--- src/rtl/mm_if.sv ---
// Stream interface for mm_core: element input, C output and status.
// master = producer/consumer side (board top or bench), slave = the core.
interface mm_if #(
    parameter int DW = 8,
    parameter int OW = 16
);
    logic [DW-1:0] in_data;
    logic          in_valid;
    logic          in_ready;
    logic [OW-1:0] out_data;
    logic          out_valid;
    logic          out_ready;
    logic          busy;
    logic          done;

    modport master (
        output in_data, in_valid, out_ready,
        input  in_ready, out_data, out_valid, busy, done
    );

    modport slave (
        input  in_data, in_valid, out_ready,
        output in_ready, out_data, out_valid, busy, done
    );
endinterface

--- src/rtl/mm_core.sv ---
// mm_core: N x N unsigned matrix multiply C = A*B.
// Loads A then B row-major, runs one MAC per cycle (N^3 cycles), then
// streams C row-major. Define MM_SAT_EN to saturate C elements to OW bits
// instead of truncating them (latency is identical in both builds).
module mm_core #(
    parameter int N  = 4,
    parameter int DW = 8,
    parameter int OW = 16
) (
    input logic clk,
    input logic rst,
    mm_if.slave bus
);
    localparam int AW = 2*DW + $clog2(N);
    localparam int EW = (AW > OW) ? AW : OW;
    localparam int CW = $clog2(N);
    localparam int IW = $clog2(N*N);
    localparam int NN = N*N;

    typedef enum logic [1:0] {LOAD_A, LOAD_B, COMPUTE, DRAIN} state_e;

    state_e        state_q, state_d;
    logic [IW-1:0] idx_q, idx_d;
    logic [IW-1:0] oidx_q, oidx_d;
    logic [CW-1:0] i_q, i_d, j_q, j_d, k_q, k_d;
    logic [AW-1:0] acc_q, acc_d;
    logic          done_q, done_d;

    logic [DW-1:0] a_mem [NN];
    logic [DW-1:0] b_mem [NN];
    logic [OW-1:0] c_mem [NN];

    logic          a_we, b_we, c_we;
    logic          in_xfer, out_xfer;
    logic [IW-1:0] a_idx, b_idx, c_idx;
    logic [2*DW-1:0] prod;
    logic [AW-1:0] sum;

    // Sum of N products of DW-bit operands always fits AW bits, so only
    // the final narrowing to OW bits can lose information.
    function automatic logic [OW-1:0] fmt(input logic [AW-1:0] x);
        logic [EW-1:0] xe;
        xe = EW'(x);
`ifdef MM_SAT_EN
        if (xe > EW'({OW{1'b1}}))
            xe = EW'({OW{1'b1}});
`endif
        return xe[OW-1:0];
    endfunction

    assign a_idx = IW'(int'(i_q)*N + int'(k_q));
    assign b_idx = IW'(int'(k_q)*N + int'(j_q));
    assign c_idx = IW'(int'(i_q)*N + int'(j_q));
    assign prod  = (2*DW)'(a_mem[a_idx]) * (2*DW)'(b_mem[b_idx]);
    assign sum   = acc_q + AW'(prod);

    // Outputs are forced idle while reset is asserted.
    assign bus.in_ready  = rst && (state_q == LOAD_A || state_q == LOAD_B);
    assign bus.out_valid = rst && (state_q == DRAIN);
    assign bus.out_data  = bus.out_valid ? c_mem[oidx_q] : '0;
    assign bus.busy      = rst && (state_q == COMPUTE || state_q == DRAIN);
    assign bus.done      = rst && done_q;

    assign in_xfer  = bus.in_valid && bus.in_ready;
    assign out_xfer = bus.out_valid && bus.out_ready;

    // Next-state, index and accumulator logic.
    always_comb begin
        state_d = state_q;
        idx_d   = idx_q;
        oidx_d  = oidx_q;
        i_d     = i_q;
        j_d     = j_q;
        k_d     = k_q;
        acc_d   = acc_q;
        done_d  = 1'b0;
        a_we    = 1'b0;
        b_we    = 1'b0;
        c_we    = 1'b0;
        case (state_q)
            LOAD_A: if (in_xfer) begin
                a_we = 1'b1;
                if (idx_q == IW'(NN-1)) begin
                    idx_d   = '0;
                    state_d = LOAD_B;
                end else begin
                    idx_d = idx_q + 1'b1;
                end
            end
            LOAD_B: if (in_xfer) begin
                b_we = 1'b1;
                if (idx_q == IW'(NN-1)) begin
                    idx_d   = '0;
                    i_d     = '0;
                    j_d     = '0;
                    k_d     = '0;
                    acc_d   = '0;
                    state_d = COMPUTE;
                end else begin
                    idx_d = idx_q + 1'b1;
                end
            end
            COMPUTE: begin
                if (k_q == CW'(N-1)) begin
                    c_we  = 1'b1;
                    acc_d = '0;
                    k_d   = '0;
                    if (j_q == CW'(N-1)) begin
                        j_d = '0;
                        if (i_q == CW'(N-1)) begin
                            i_d     = '0;
                            oidx_d  = '0;
                            state_d = DRAIN;
                        end else begin
                            i_d = i_q + 1'b1;
                        end
                    end else begin
                        j_d = j_q + 1'b1;
                    end
                end else begin
                    acc_d = sum;
                    k_d   = k_q + 1'b1;
                end
            end
            DRAIN: if (out_xfer) begin
                if (oidx_q == IW'(NN-1)) begin
                    oidx_d  = '0;
                    done_d  = 1'b1;
                    state_d = LOAD_A;
                end else begin
                    oidx_d = oidx_q + 1'b1;
                end
            end
            default: state_d = LOAD_A;
        endcase
    end

    // State and counter registers; reset aborts any operation in flight.
    always_ff @(posedge clk) begin
        if (!rst) begin
            state_q <= LOAD_A;
            idx_q   <= '0;
            oidx_q  <= '0;
            i_q     <= '0;
            j_q     <= '0;
            k_q     <= '0;
            acc_q   <= '0;
            done_q  <= 1'b0;
        end else begin
            state_q <= state_d;
            idx_q   <= idx_d;
            oidx_q  <= oidx_d;
            i_q     <= i_d;
            j_q     <= j_d;
            k_q     <= k_d;
            acc_q   <= acc_d;
            done_q  <= done_d;
        end
    end

    // Matrix storage: not cleared by reset, writes suppressed during reset.
    always_ff @(posedge clk) begin
        if (rst && a_we) a_mem[idx_q] <= bus.in_data;
        if (rst && b_we) b_mem[idx_q] <= bus.in_data;
        if (rst && c_we) c_mem[c_idx] <= fmt(sum);
    end
endmodule

--- src/flat_wrapper.sv ---
// flat-port wrapper written by rule: the top's interface ports become plain ports
module mm_core_flat 
#(
    parameter int N  = 4,
    parameter int DW = 8,
    parameter int OW = 16
)
  (clk, rst, bus_in_data, bus_in_valid, bus_out_ready, bus_in_ready, bus_out_data, bus_out_valid, bus_busy, bus_done);
  mm_if #(.DW(DW), .OW(OW)) bus_i ();
  input logic clk;
  input logic rst;
  input wire logic [$bits(bus_i.in_data)-1:0] bus_in_data;
  input wire logic [$bits(bus_i.in_valid)-1:0] bus_in_valid;
  input wire logic [$bits(bus_i.out_ready)-1:0] bus_out_ready;
  output wire logic [$bits(bus_i.in_ready)-1:0] bus_in_ready;
  output wire logic [$bits(bus_i.out_data)-1:0] bus_out_data;
  output wire logic [$bits(bus_i.out_valid)-1:0] bus_out_valid;
  output wire logic [$bits(bus_i.busy)-1:0] bus_busy;
  output wire logic [$bits(bus_i.done)-1:0] bus_done;
  assign bus_i.in_data = bus_in_data;
  assign bus_i.in_valid = bus_in_valid;
  assign bus_i.out_ready = bus_out_ready;
  assign bus_in_ready = bus_i.in_ready;
  assign bus_out_data = bus_i.out_data;
  assign bus_out_valid = bus_i.out_valid;
  assign bus_busy = bus_i.busy;
  assign bus_done = bus_i.done;
  mm_core #(.N(N), .DW(DW), .OW(OW)) u_core (.clk(clk), .rst(rst), .bus(bus_i));
endmodule
--- config.mk ---
export PLATFORM = sky130hd
export DESIGN_NAME = mm_core_flat
export DESIGN_NICKNAME = d
export VERILOG_FILES = /design/src/rtl/mm_if.sv /design/src/rtl/mm_core.sv /design/src/flat_wrapper.sv
export SDC_FILE = /design/constraint.sdc
export NUM_CORES = 1
export LEC_CHECK = 0
export ABC_AREA = 1
export BUFFER_PORTS_ARGS = -buffer_cell sky130_fd_sc_hd__buf_2
export CORE_MARGIN = 5
export CORE_UTILIZATION = 35
export CTS_CLUSTER_DIAMETER = 200
export DETAILED_ROUTE_END_ITERATION = 10
export PLACE_DENSITY_LB_ADDON = 0.1
export SYNTH_ARGS = -nofsm -noshare
export SYNTH_HDL_FRONTEND = slang
export SYNTH_SLANG_ARGS = --single-unit
--- constraint.sdc ---
create_clock -name clk -period 10.45 [get_ports clk]
set_input_delay 0.5225 -clock clk [delete_from_list [all_inputs] [get_ports clk]]
set_output_delay 0.5225 -clock clk [all_outputs]
set_load 0.01 [all_outputs]
==> flow_summary.json <==
{
  "outcome": "completed",
  "grt_pass1_vias": 16191,
  "ant_nets": 0,
  "post-route-min-period_ns": 7.07,
  "fp.dieArea_um2": 77000,
  "clk_pin_slew_ns": 0.06,
  "cts_buffer_depth": 3,
  "fin_setup_tns_ns": 0,
  "synth_most_common_cell": "edfxtp_1",
  "hold_buffers": 0,
  "synth_common_cells": "edfxtp_1, nor2_1, o21ai_0, inv_1, nand2_1",
  "wl_per_cell_um": 21.6,
  "end_kind": "register",
  "clk_latency_ns": 0.65,
  "path_class": "reg -> reg",
  "report.final.slew_viol_count": 0,
  "cp_max_fo": 50,
  "start_util_pct": 35.1,
  "die_y_um": 277,
  "synthTopCellsByArea": "edfxtp_1, nor2_1, o21ai_0",
  "grt_max_degree": 101,
  "setup_viol": 0,
  "layout-drive-gt1-share_pct": 9.22,
  "cts_sinks": 549,
  "post_cts_buffers": 0,
  "fill_cells": 6845,
  "drcViolationCount": 0,
  "globalRouteOverflowTotal": 0,
  "yosys.area_share.simple_pct": 12.2,
  "ys_warn_count": 0,
  "slew_headroom_pct": 13.8,
  "fmax_mhz": 141,
  "area_delta_synth_final_pct": 12.2,
  "skew_ns": 0.0518,
  "min_period_over_period_pct": 67.7,
  "worstSetupStartpointType": "register",
  "grt_pass1_wl_mm": 104,
  "coreArea_um2": 71200,
  "hold_violations": 0,
  "synthMuxAreaShare_pct": 0,
  "required_ns": 10.69,
  "tritoncts": "done",
  "cts_inserted_buffers": 60,
  "netlist_area_um2": 25000,
  "hpwlAfterDp_mm": 42.5,
  "synth_compound_area_share_pct": 10.9,
  "synth_top_area_share_pct": 61.4,
  "cap_violations": 0,
  "r2r_setup_slack_ns": 3.38,
  "gp_congestion": 0.799,
  "dieWidth_um": 277,
  "grtUsageTotal_pct": 17.6,
  "synth_top_family_by_area": "simple AND/OR/NAND/NOR gates",
  "synth_area_leader_cell": "edfxtp_1",
  "grt_antenna_before_repair": 1,
  "vias": 16233,
  "htree_levels": 2,
  "final_nets": 2320,
  "synth_xor_area_share_pct": 0.210,
  "rows": 98,
  "io_pins": 32,
  "synthAdderAreaFrac_pct": 6.65,
  "dr.pass1.iters": 7,
  "ctsResizeCount": 0,
  "root_buffer": "clkbuf_16",
  "synth_edf_count": 512,
  "synth_ff_type": "edfxtp_1",
  "tightest_slew_ns": 1.29,
  "drt_iter0_drc": 1251,
  "min_path_type": "in -> reg",
  "viasPerCell": 5.06,
  "crit_arrival_ns": 7.32,
  "yosysUniqueCellTypes": 45,
  "rsz0062_at_grt": "false",
  "syn_avg_cell_area_um2": 11.4,
  "io_buffer_count": 31,
  "drt-total-wl_mm": 69.2,
  "synthCells": 2195,
  "async_flop_share_pct": 0,
  "syn_nets": 2310,
  "seq_area_frac_synth_pct": 64.4,
  "synth_seq_cells": 549
}
-- cell type report --
| class | instances | area [µm²] | share of cell area [%] |
|---|---|---|---|
| sequential | 549 | 16100 | 57.4 |
| multi-input combinational | 1319 | 7590 | 27.0 |
| clock buffer | 85 | 1660 | 5.90 |
| tap | 950 | 1190 | 4.23 |
| inverter | 214 | 812 | 2.89 |
| timing repair buffer | 61 | 380 | 1.35 |
| clock inverter | 28 | 319 | 1.14 |
| antenna | 1 | 2.50 | 0.00891 |
-- cell families after synthesis --
group	after synthesis
adders and majority gates	103
xor gates and xnor gates	6
buffers and inverters	327
DFF	549
and+or+nand+nor	745
AOI/OAI and AO/OA	465
-- layout by cell type, fill, tap and decap left out, types with 3 or more instances in the layout --
cell and n:
a211oi_1 3, a21oi_1 44, and2_1 5, buf_2 31
buf_4 30, bufinv_16 5, clkbuf_1 19, clkbuf_16 60
clkbuf_8 6, clkinv_1 12, clkinv_2 12, dfxtp_1 32
dfxtp_2 4, edfxtp_1 512, fa_1 50, ha_1 53
inv_1 200, inv_2 8, nand2_1 194, nand2_2 10
nand3_1 77, nand3_2 3, nand4_1 6, nor2_1 414
nor2_2 7, nor2_4 4, nor3_1 5, nor3_2 14
o211ai_1 104, o21ai_0 273, o21ai_1 10, o221ai_1 24
xor2_1 4
-- critical path, stage by stage (launching register included) --
cell and delay, ns:
dfxtp_1 0.29, buf_4 0.30, inv_1 1.01, o21ai_0 0.22, o211ai_1 0.27, nand3_1 0.18, nand2_1 0.38, nand2_1 0.14
fa_1 0.52, inv_1 0.05, fa_1 0.48, fa_1 0.54, inv_1 0.05, fa_1 0.48, inv_1 0.04, ha_1 0.34
nand2_1 0.07, nand2_1 0.12, nand2_1 0.08, nand2_1 0.08, inv_1 0.04, nand2_1 0.06, xor2_1 0.90
-- stage by stage --
stage,utilization [%],cell area [µm²],hold slack [ns],worst slack (ns),instances
after floorplan,-,25000,0.443,5.54,2195
after global placement,36.6,26100,0.457,3.44,3093
after detailed placement,36.6,26100,0.457,3.38,3093
after CTS,39.4,28100,0.168,3.36,3206
after global routing,39.4,28100,0.206,2.78,3206
final,39.4,28100,0.210,3.38,3207
-- path summary, 6_finish.rpt --
kind | start | end | cells past startpoint
setup / recovery | u_core.k_q[1]$_SDFFE_PN0P_ | u_core.c_mem[7][10]$_DFFE_PP_ | 22
hold / removal | bus_out_ready | u_core.done_q$_SDFF_PN0_ | 3
setup reg to reg | u_core.k_q[1]$_SDFFE_PN0P_ | u_core.c_mem[7][10]$_DFFE_PP_ | 22
hold reg to reg | u_core.acc_q[1]$_SDFFE_PN0P_ | u_core.acc_q[1]$_SDFFE_PN0P_ | 2
-- registers in the layout, indices dropped and copies added (netlist names), named ones only --
register / count
u_core.c_mem: 256
u_core.oidx_q: 4
u_core.b_mem: 128
u_core.j_q: 2
u_core.i_q: 2
u_core.k_q: 2
u_core.idx_q: 4
u_core.acc_q: 16
u_core.state_q: 2
u_core.done_q: 1
u_core.a_mem: 128
-- metal layers --
metal	up-vias	share of wire, %	track usage (%)
met5	-	0	0
met4	0	1.9	3.95
met3	95	5.0	2.74
met2	402	47	28.6
met1	8077	46	25.1
li1	7659	-	-
Power is not shown: default switching activity piles up to over one toggle a cycle in this logic, so the estimate is an artifact.
